--- src/rtl/vga_pat_pkg.sv ---
// Shared colour constants, mode codes and the bar-index-to-colour table for the VGA test-pattern source.
package vga_pat_pkg;

    localparam logic [15:0] WHITE   = 16'hFFFF;
    localparam logic [15:0] YELLOW  = 16'hFFE0;
    localparam logic [15:0] CYAN    = 16'h07FF;
    localparam logic [15:0] GREEN   = 16'h07E0;
    localparam logic [15:0] MAGENTA = 16'hF81F;
    localparam logic [15:0] RED     = 16'hF800;
    localparam logic [15:0] BLUE    = 16'h001F;
    localparam logic [15:0] BLACK   = 16'h0000;

    localparam logic [1:0] MODE_SOLID  = 2'd0;
    localparam logic [1:0] MODE_BARS   = 2'd1;
    localparam logic [1:0] MODE_CHECK  = 2'd2;
    localparam logic [1:0] MODE_SCROLL = 2'd3;

    function automatic logic [15:0] bar_color(input logic [2:0] idx);
        logic [15:0] c;
        case (idx)
            3'd0:    c = WHITE;
            3'd1:    c = YELLOW;
            3'd2:    c = CYAN;
            3'd3:    c = GREEN;
            3'd4:    c = MAGENTA;
            3'd5:    c = RED;
            3'd6:    c = BLUE;
            default: c = BLACK;
        endcase
        return c;
    endfunction

endpackage

--- src/rtl/vga_pat_bar_lut.sv ---
// Combinational colour-bar lookup: x coordinate in, one of eight bar colours out.
// Anything at or beyond H_ACTIVE lands in the last (black) bar.
module vga_pat_bar_lut
    import vga_pat_pkg::*;
#(
    parameter int COORD_W  = 10,
    parameter int H_ACTIVE = 640
) (
    input  logic [COORD_W-1:0] x_i,
    output logic [15:0]        color_o
);

    localparam int BAR_W = H_ACTIVE / 8;

    logic [2:0] idx;

    // Bar index is the number of bar boundaries at or below x; no divider needed.
    always_comb begin
        idx = 3'd0;
        for (int k = 1; k < 8; k++) begin
            if (x_i >= COORD_W'(k * BAR_W)) begin
                idx = 3'(k);
            end
        end
        color_o = bar_color(idx);
    end

endmodule

--- src/rtl/vga_pattern_gen.sv ---
// VGA test-pattern source: solid, colour bars, checkerboard and scrolling bars, mode latched at frame start.
// Optional white one-pixel frame border enabled by defining VGA_PAT_BORDER_EN.
module vga_pattern_gen
    import vga_pat_pkg::*;
#(
    parameter int COORD_W     = 10,
    parameter int PIX_W       = 16,
    parameter int H_ACTIVE    = 640,
    parameter int V_ACTIVE    = 480,
    parameter int CHECK_LOG2  = 5,
    parameter int SCROLL_STEP = 4
) (
    input  logic               clk,
    input  logic               rst,
    input  logic [COORD_W-1:0] pix_x,
    input  logic [COORD_W-1:0] pix_y,
    input  logic [1:0]         mode_sel,
    input  logic [PIX_W-1:0]   solid_color,
    output logic [PIX_W-1:0]   pix_data,
    output logic               frame_start,
    output logic [1:0]         mode_active,
    output logic [COORD_W-1:0] dbg_scroll_off,
    output logic [15:0]        dbg_frame_cnt
);

    localparam logic [COORD_W:0]   H_EXT    = (COORD_W+1)'(H_ACTIVE);
    localparam logic [COORD_W:0]   STEP_EXT = (COORD_W+1)'(SCROLL_STEP);
    localparam logic [COORD_W-1:0] H_LIM    = COORD_W'(H_ACTIVE);
`ifdef VGA_PAT_BORDER_EN
    localparam logic [COORD_W-1:0] X_LAST   = COORD_W'(H_ACTIVE - 1);
    localparam logic [COORD_W-1:0] Y_LAST   = COORD_W'(V_ACTIVE - 1);
`endif

    logic [1:0]         mode_q, mode_d;
    logic [COORD_W-1:0] scroll_q, scroll_d;
    logic [15:0]        frame_cnt_q, frame_cnt_d;
    logic [PIX_W-1:0]   pix_q, pix_d;
    logic               fs_q, fs_d;

    logic               blank;
    logic               fs;
    logic [COORD_W:0]   scroll_sum;
    logic [COORD_W-1:0] scroll_next;
    logic [COORD_W:0]   xs_sum;
    logic [COORD_W-1:0] xs;
    logic [COORD_W-1:0] lut_x;
    logic [15:0]        bar_rgb;

    assign blank = (&pix_x) | (&pix_y);
    assign fs    = (pix_x == '0) && (pix_y == '0);

    // Offset and mode take their next values on the fs cycle itself, so pixel (0,0) already uses them.
    always_comb begin
        scroll_sum  = {1'b0, scroll_q} + STEP_EXT;
        scroll_next = (scroll_sum >= H_EXT) ? COORD_W'(scroll_sum - H_EXT)
                                            : scroll_sum[COORD_W-1:0];
        scroll_d    = fs ? scroll_next : scroll_q;
        mode_d      = fs ? mode_sel : mode_q;
        frame_cnt_d = fs ? frame_cnt_q + 16'd1 : frame_cnt_q;
    end

    // Both operands are below H_ACTIVE for on-screen x, so one conditional subtract wraps.
    always_comb begin
        xs_sum = {1'b0, pix_x} + {1'b0, scroll_d};
        xs     = (xs_sum >= H_EXT) ? COORD_W'(xs_sum - H_EXT) : xs_sum[COORD_W-1:0];
        lut_x  = pix_x;
        if (mode_d == MODE_SCROLL) begin
            lut_x = (pix_x < H_LIM) ? xs : H_LIM;
        end
    end

    vga_pat_bar_lut #(
        .COORD_W  (COORD_W),
        .H_ACTIVE (H_ACTIVE)
    ) u_bar_lut (
        .x_i     (lut_x),
        .color_o (bar_rgb)
    );

    always_comb begin
        pix_d = '0;
        fs_d  = fs;
        if (!blank) begin
            case (mode_d)
                MODE_SOLID: pix_d = solid_color;
                MODE_CHECK: pix_d = (pix_x[CHECK_LOG2] ^ pix_y[CHECK_LOG2]) ? PIX_W'(WHITE)
                                                                           : PIX_W'(BLACK);
                default:    pix_d = PIX_W'(bar_rgb);
            endcase
`ifdef VGA_PAT_BORDER_EN
            if ((pix_x == '0) || (pix_x == X_LAST) || (pix_y == '0) || (pix_y == Y_LAST)) begin
                pix_d = PIX_W'(WHITE);
            end
`endif
        end
    end

    always_ff @(posedge clk) begin
        if (rst) begin
            mode_q      <= MODE_SOLID;
            scroll_q    <= '0;
            frame_cnt_q <= '0;
            pix_q       <= '0;
            fs_q        <= 1'b0;
        end else begin
            mode_q      <= mode_d;
            scroll_q    <= scroll_d;
            frame_cnt_q <= frame_cnt_d;
            pix_q       <= pix_d;
            fs_q        <= fs_d;
        end
    end

    assign pix_data       = pix_q;
    assign frame_start    = fs_q;
    assign mode_active    = mode_q;
    assign dbg_scroll_off = scroll_q;
    assign dbg_frame_cnt  = frame_cnt_q;

endmodule
--- config.mk ---
export PLATFORM = sky130hd
export DESIGN_NAME = vga_pattern_gen
export DESIGN_NICKNAME = d
export VERILOG_FILES = /design/src/rtl/vga_pat_pkg.sv /design/src/rtl/vga_pat_bar_lut.sv /design/src/rtl/vga_pattern_gen.sv
export SDC_FILE = /design/constraint.sdc
export NUM_CORES = 1
export LEC_CHECK = 0
export CORE_UTILIZATION = 35
export DETAILED_ROUTE_END_ITERATION = 8
export PLACE_DENSITY_LB_ADDON = 0.08
export SLEW_MARGIN = 0
export SYNTH_ARGS = -nofsm -noshare
export SYNTH_HDL_FRONTEND = slang
export SYNTH_SLANG_ARGS = --single-unit
--- constraint.sdc ---
create_clock -name clk -period 10.5 [get_ports clk]
set_input_delay 2.1 -clock clk [delete_from_list [all_inputs] [get_ports clk]]
set_output_delay 2.1 -clock clk [all_outputs]
set_load 0.1 [all_outputs]
* After elaboration in Yosys (flattened, before gate mapping) *
Index checks and enable logic that the tools add are counted.

operators by class
  $add $sub $neg = 5
  order comparisons = 10
  eq/ne operators = 8
  mux-type cells = 16
  bitwise logic cells = 2
  reduce and logical (&&, ||, !) cells = 8

operator list
  cell                                                                 number
  case mux 16 bit (7 select lines)                                     1
  two-way mux 10 bit                                                   5
  case mux 16 bit (2 select lines)                                     1
  greater-or-equal comparator 10 x 9 -> 1 bit, second input constant   3
  greater-or-equal comparator 11 x 10 -> 1 bit, second input constant  2
  greater-or-equal comparator 10 x 8 -> 1 bit, second input constant   2
  zero test 10 bit                                                     2
  AND reduction 10 bit                                                 2
  subtractor 10 bit, second input constant                             2
  adder 16 x 1 -> 16 bit, second input constant                        1
  two-way mux 16 bit                                                   1
  two-way mux 3 bit                                                    4
  adder 10 x 10 -> 11 bit                                              1
  adder 10 x 3 -> 11 bit, second input constant                        1
  greater-or-equal comparator 10 bit, second input constant            1
  greater-or-equal comparator 10 x 7 -> 1 bit, second input constant   1
  < comparator 10 bit, second input constant                           1
  == test 3 bit, second input constant                                 3
  == test 3 x 2 -> 1 bit, second input constant                        2
  two-way mux 2 bit                                                    3
  == test 2 bit, second input constant                                 2
  == test 3 x 1 -> 1 bit, second input constant                        1
  zero test 3 bit                                                      1
  zero test 2 bit                                                      1
  5 further kinds                                                      5

storage, ports and cells
  flip-flop bits (word level) = 45
  bits of input ports = 40
  output and inout port bits = 45
  logic and storage cells = 54

* Logic depth before layout (Yosys ltp) *
  depth in word-level cells = 20
  mapped depth = 24

* Cells and area by module *
Synthesis repeated with hierarchy kept, for this count alone.

second synthesis, totals
  cell total of the unflattened synthesis = 363
  area total of the unflattened synthesis = 2984.1 µm²

modules (own cells, without submodules)
  module           instances  cells an instance  area an instance (µm²)  sequential area each (µm²)
  vga_pattern_gen  1          336                2776.4                  860.8
  vga_pat_bar_lut  1          27                 207.7                   0.0

* Worst setup path after synthesis *
OpenSTA, ideal clock, no wires.

  path type = input port to flip-flop
  from = input pix_y[0]
  to = register pix_q[14] (netlist: pix_data[14])
  library setup time = 70 ps
  arrival time = 6145 ps
  required time = 10430 ps
  setup slack = 4285 ps
  stages on the path = 20
  cells stage by stage = nor4_1 nand3_1 or2_1 buf_6 xnor2_1 ha_1 inv_1 fa_1 nand2b_1 a211oi_1 nor3_1 nor2_1 inv_1 ha_1 o31ai_1 o2111ai_1 o21a_1 maj3_2 a2111o_1 a21oi_1

on the way
  longest elaborated chain between the ends = 19
  elaborated cells on any way between the ends = 39
  those cells by class = add/sub (2); order compare (8); eq/ne (8); mux (14); bitwise (1); reduce/logical (6)

ends and longest elaborated chain
  item                                                                                      RTL line                RTL
  start: declaration                                                                        vga_pattern_gen.sv:16   input logic [COORD_W-1:0] pix_y,
  zero test 10 bit *                                                                        vga_pattern_gen.sv:50   assign fs = (pix_x == '0) && (pix_y == '0);
  logical AND 1 bit *                                                                       vga_pattern_gen.sv:50
  two-way mux 10 bit *                                                                      vga_pattern_gen.sv:57   scroll_d = fs ? scroll_next : scroll_q;
  named net scroll_d[2]                                                                     vga_pattern_gen.sv:35   logic [COORD_W-1:0] scroll_q, scroll_d;
  adder 10 x 10 -> 11 bit *                                                                 vga_pattern_gen.sv:64   xs_sum = {1'b0, pix_x} + {1'b0, scroll_d};
  subtractor 10 bit / greater-or-equal comparator 11 x 10 -> 1 bit (equally long branches)  vga_pattern_gen.sv:65   xs = (xs_sum >= H_EXT) ? COORD_W'(xs_sum - H_EXT) : xs_sum[COORD_W-1:0];
  two-way mux 10 bit *                                                                      vga_pattern_gen.sv:65
  two-way mux 10 bit *                                                                      vga_pattern_gen.sv:68   lut_x = (pix_x < H_LIM) ? xs : H_LIM;
  two-way mux 10 bit *                                                                      vga_pattern_gen.sv:67   if (mode_d == MODE_SCROLL) begin
  greater-or-equal comparator 10 x 7 -> 1 bit                                               vga_pat_bar_lut.sv:21   if (x_i >= COORD_W'(k * BAR_W)) begin
  two-way mux 1 bit                                                                         vga_pat_bar_lut.sv:21
  two-way mux 2 bit (2 in a row)                                                            vga_pat_bar_lut.sv:21
  two-way mux 3 bit (3 in a row)                                                            vga_pat_bar_lut.sv:21
  two-way mux 3 bit *                                                                       vga_pat_bar_lut.sv:21
  == test 3 bit, or another cell as far along                                               vga_pat_pkg.sv:20       case (idx)
  case mux 16 bit (7 select lines) *                                                        vga_pat_pkg.sv:20
  case mux 16 bit (2 select lines) *                                                        vga_pattern_gen.sv:84   case (mode_d)
  end signal: assignment                                                                    vga_pattern_gen.sv:109  pix_q <= pix_d;
  end: declaration                                                                          vga_pattern_gen.sv:37   logic [PIX_W-1:0] pix_q, pix_d;

The timed path passes the listed nets; every way through them passes the cells marked *.
A chain may end at the register's enable or synchronous reset.

* Final worst setup path *
  from = input pix_x[9]
  to = register pix_q[14] (netlist: pix_data[14])

on the way
  longest elaborated chain between the ends = 19
  elaborated cells on any way between the ends = 40
  those cells by class = add/sub (2); order compare (9); eq/ne (8); mux (14); bitwise (1); reduce/logical (6)

ends and longest elaborated chain
  item                                                                                      RTL line               RTL
  start: declaration                                                                        vga_pattern_gen.sv:15  input logic [COORD_W-1:0] pix_x,
  zero test 10 bit *                                                                        vga_pattern_gen.sv:50
  logical AND 1 bit *                                                                       vga_pattern_gen.sv:50
  two-way mux 10 bit *                                                                      vga_pattern_gen.sv:57
  named net scroll_d[7]                                                                     vga_pattern_gen.sv:35
  adder 10 x 10 -> 11 bit *                                                                 vga_pattern_gen.sv:64
  subtractor 10 bit / greater-or-equal comparator 11 x 10 -> 1 bit (equally long branches)  vga_pattern_gen.sv:65
  two-way mux 10 bit *                                                                      vga_pattern_gen.sv:65
  two-way mux 10 bit *                                                                      vga_pattern_gen.sv:68
  two-way mux 10 bit *                                                                      vga_pattern_gen.sv:67
  greater-or-equal comparator 10 x 7 -> 1 bit                                               vga_pat_bar_lut.sv:21
  two-way mux 1 bit                                                                         vga_pat_bar_lut.sv:21
  two-way mux 2 bit (2 in a row)                                                            vga_pat_bar_lut.sv:21
  two-way mux 3 bit (3 in a row)                                                            vga_pat_bar_lut.sv:21
  two-way mux 3 bit *                                                                       vga_pat_bar_lut.sv:21
  == test 3 bit, or another cell as far along                                               vga_pat_pkg.sv:20
  case mux 16 bit (7 select lines) *                                                        vga_pat_pkg.sv:20
  case mux 16 bit (2 select lines) *                                                        vga_pattern_gen.sv:84

Marks and branches as above.

==> impl_metrics.yaml <==
timing:
  worst_slew_pin_slew_ns: 1.01
  fin_skew_ns: 0.00669
  rsz0062_at_grt: "false"
  fin_crit_ns: 7.26
  maxSlewHeadroom_pct: 32.6
  post-route-period-util_pct: 69.1
  slew_viol_final: 0
  setup_viol: 0
  fmax_ghz: 0.138
  hold_slack_ns: 0.509
  tns_ns: 0
  hold_viol_final: 0
power_and_ir_drop:
  power_density_nw_per_um2: 101
  vdd_ir_drop_max_mv: 0.0968
  power_leakage_nw: 1.41
  finalPower_mw: 0.375
synthesis:
  synth_compound_area_share_pct: 21.9
  syn_area_um2: 2710
  synth_ff_type: "dfxtp_1"
  yosys.area.top_type: "dfxtp_1"
  synthAdderAreaFrac_pct: 7.15
  async_flop_share_pct: 0
  synth_edf_count: 0
  ys_ff_latch: 43
  synth_top_family_by_area: "simple AND/OR/NAND/NOR gates"
  ys_types: 56
  synth_area_leaders: "dfxtp_1 (32%), a21oi_1 (6.1%), ha_1 (6.0%)"
  synthCells: 335
  synth_mux_area_share_pct: 3.92
  yosysSeqAreaShare_pct: 31.7
  synth_simple_gate_area_share_pct: 24.4
  yosys.area_share.xor_xnor_pct: 7.11
  synth_top_area_share_pct: 31.7
  synth_area_per_cell_um2: 8.09
  ys_warn_count: 0
cells_and_area:
  register_area_um2: 861
  drive_above_1_share_pct: 4.82
  nets: 468
  fillers: 742
  area_growth_pct: 37.3
  layout_common_cells: "clkdlybuf4s50_1 (82), dfxtp_1 (43), nor2_1 (36)"
  final_common_cell: "clkdlybuf4s50_1"
  post-route-util_pct: 50.5
  diodes: 0
  multi_input_area_um2: 1760
floorplanning:
  rows: 31
  num_io_pins: 85
  die-area_um2: 8100
  fp.dieW_um: 90.0
  start_util_pct: 36.8
  coreArea_um2: 7370
  die_h_um: 90.0
critical_path:
  rr_startpoint: "dbg_scroll_off[2]"
  cp.arrival_ns: 7.48
  critPathSlowestCell: "nor2_1"
  critPathRequiredTime_ns: 10.72
  critPathKind: "primary input to flop"
  r2r-end: "pix_data[14]"
  r2r_setup_slack_ns: 4.73
  cp_cell_sequence: "clkdlybuf4s50_1 > nor4_1 > nand3_1 > nor2_1 > o21ai_0 > xnor2_1 > ha_1 > nand2_1 > a211oi_1 > nor3_1 > nor2_1 > inv_1 > ha_1 > o31ai_1 > o2111ai_1 > o21a_1 > maj3_2 > a2111o_1 > a21oi_1"
  cp_max_fo: 13
  r2r_cells: 23
  critPathLaunchType: "primary input"
  max_stage_delay_ns: 0.74
  crit_path_end_kind: "flop"
status:
  status: "complete, no violations"
detailed_routing:
  ant_nets: 0
  drc: 0
  wirelength_um: 7420
  vias: 2702
  drtPass1Iterations: 4
  wl_per_cell_um: 14.4
  viasPerCell: 5.26
  drt_iter0_drc: 115
cts:
  numCtsBuffers: 5
  clk_path_buf_depth: 2
  htreeDepth: 2
  cts_setup_buffers: 0
  clock-root-buffer: "clkbuf_8"
  cts_num_sinks: 43
  cts_tree: "done"
  hold_buffers: 0
  clk_pin_slew_ns: 0.09
  insertion_delay_ns: 0.30
  cts-resized-gates: 0
job:
  cap_violations: 0
grt:
  overflow: 0
  first_global_vias: 2573
  grt_pass1_wl_um: 12500
  grt_usage_pct: 18.8
  grt_max_degree: 29
  antenna_found_initial: 0
place:
  gp_congestion: 0.857
  place_hpwl_um: 5640
  io_buffers: 82
hold_path:
  holdCritStartpoint: "dbg_frame_cnt[9]"
  holdPathStages: 2
  hold_path_class: "flop to flop"
  min_to: "dbg_frame_cnt[9]"
-- where the power goes --
group | leakage (nW) | switching (mW) | internal, mW
Clock | 0.0581 | 0.0594 | 0.0709
Combinational | 0.997 | 0.0498 | 0.0280
Sequential | 0.351 | 0.000822 | 0.166
Total | 1.41 | 0.110 | 0.265
-- metal layers --
layer / track usage [%] / up-vias / wire [µm]
met5: 0 / - / 0
met2: 29.8 / 63 / 3270
met4: 3.23 / 0 / 36
li1: - / 1381 / -
met3: 4.40 / 2 / 323
met1: 26.1 / 1256 / 3790
-- worst max-delay path by stage --
stage,start,endpoint,slack [ns],cells after the start
floorplan,pix_y[0],pix_data[14],4.28,20
global placement,pix_x[6],pix_data[10],3.13,20
detailed placement,pix_x[6],pix_data[14],3.02,18
CTS,pix_x[6],pix_data[14],3.29,18
global route,pix_x[6],pix_data[10],2.63,19
finish,pix_x[9],pix_data[14],3.24,19
-- critical path, delay by kind of cell --
kind            cells  cell delay (ns)
simple gates        6             1.55
buf+inv             2             0.61
fa+ha+maj           3             0.98
xor+xnor            1             0.21
compound gates      7             1.99
-- sequential cells by signal (all words and copies together) (netlist names) --
register / cells
dbg_frame_cnt: 16
pix_data: 16
dbg_scroll_off: 8
mode_active: 2
frame_start: 1
-- cell usage after synthesis (all sizes together) (5+ instances only) --
cell	number
nor2	36
nor3	7
nor4	5
inv	9
a21oi	34
nand3	12
nand2	29
o22ai	6
or3	8
o21ai	13
dfxtp	43
nand4	9
ha	13
clkbuf	8
xor2	10
mux2i	6
xnor2	12
nor2b	10
o211ai	6
buf	5
-- cell families after synthesis --
kind of cell | count (synthesis)
adder cells (fa/ha/maj) | 15
AND/OR/NAND/NOR | 133
XOR/XNOR | 22
multiplexers | 9
AO/OA/AOI/OAI | 90
other | 1
flip-flops | 43
buffers and inverters | 22
-- stage by stage --
stage	cells	cell area [µm²]	setup WS, ns
2_1_floorplan	336	2720	4.28
3_3_place_gp	506	3610	3.13
3_5_place_dp	506	3610	3.02
4_1_cts	514	3720	3.29
5_1_grt	514	3720	2.63
6_report	514	3720	3.24
-- area by class of cell --
type | instances | area share (%)
well taps | 99 | 3.33
repair buffers | 84 | 22.5
flip-flops and latches | 43 | 23.1
clock buffers | 5 | 1.85
multi-input cells | 271 | 47.2
clock inverters | 3 | 1.18
inverters | 9 | 0.908
Note: power is estimated with default switching activity, not from simulation.
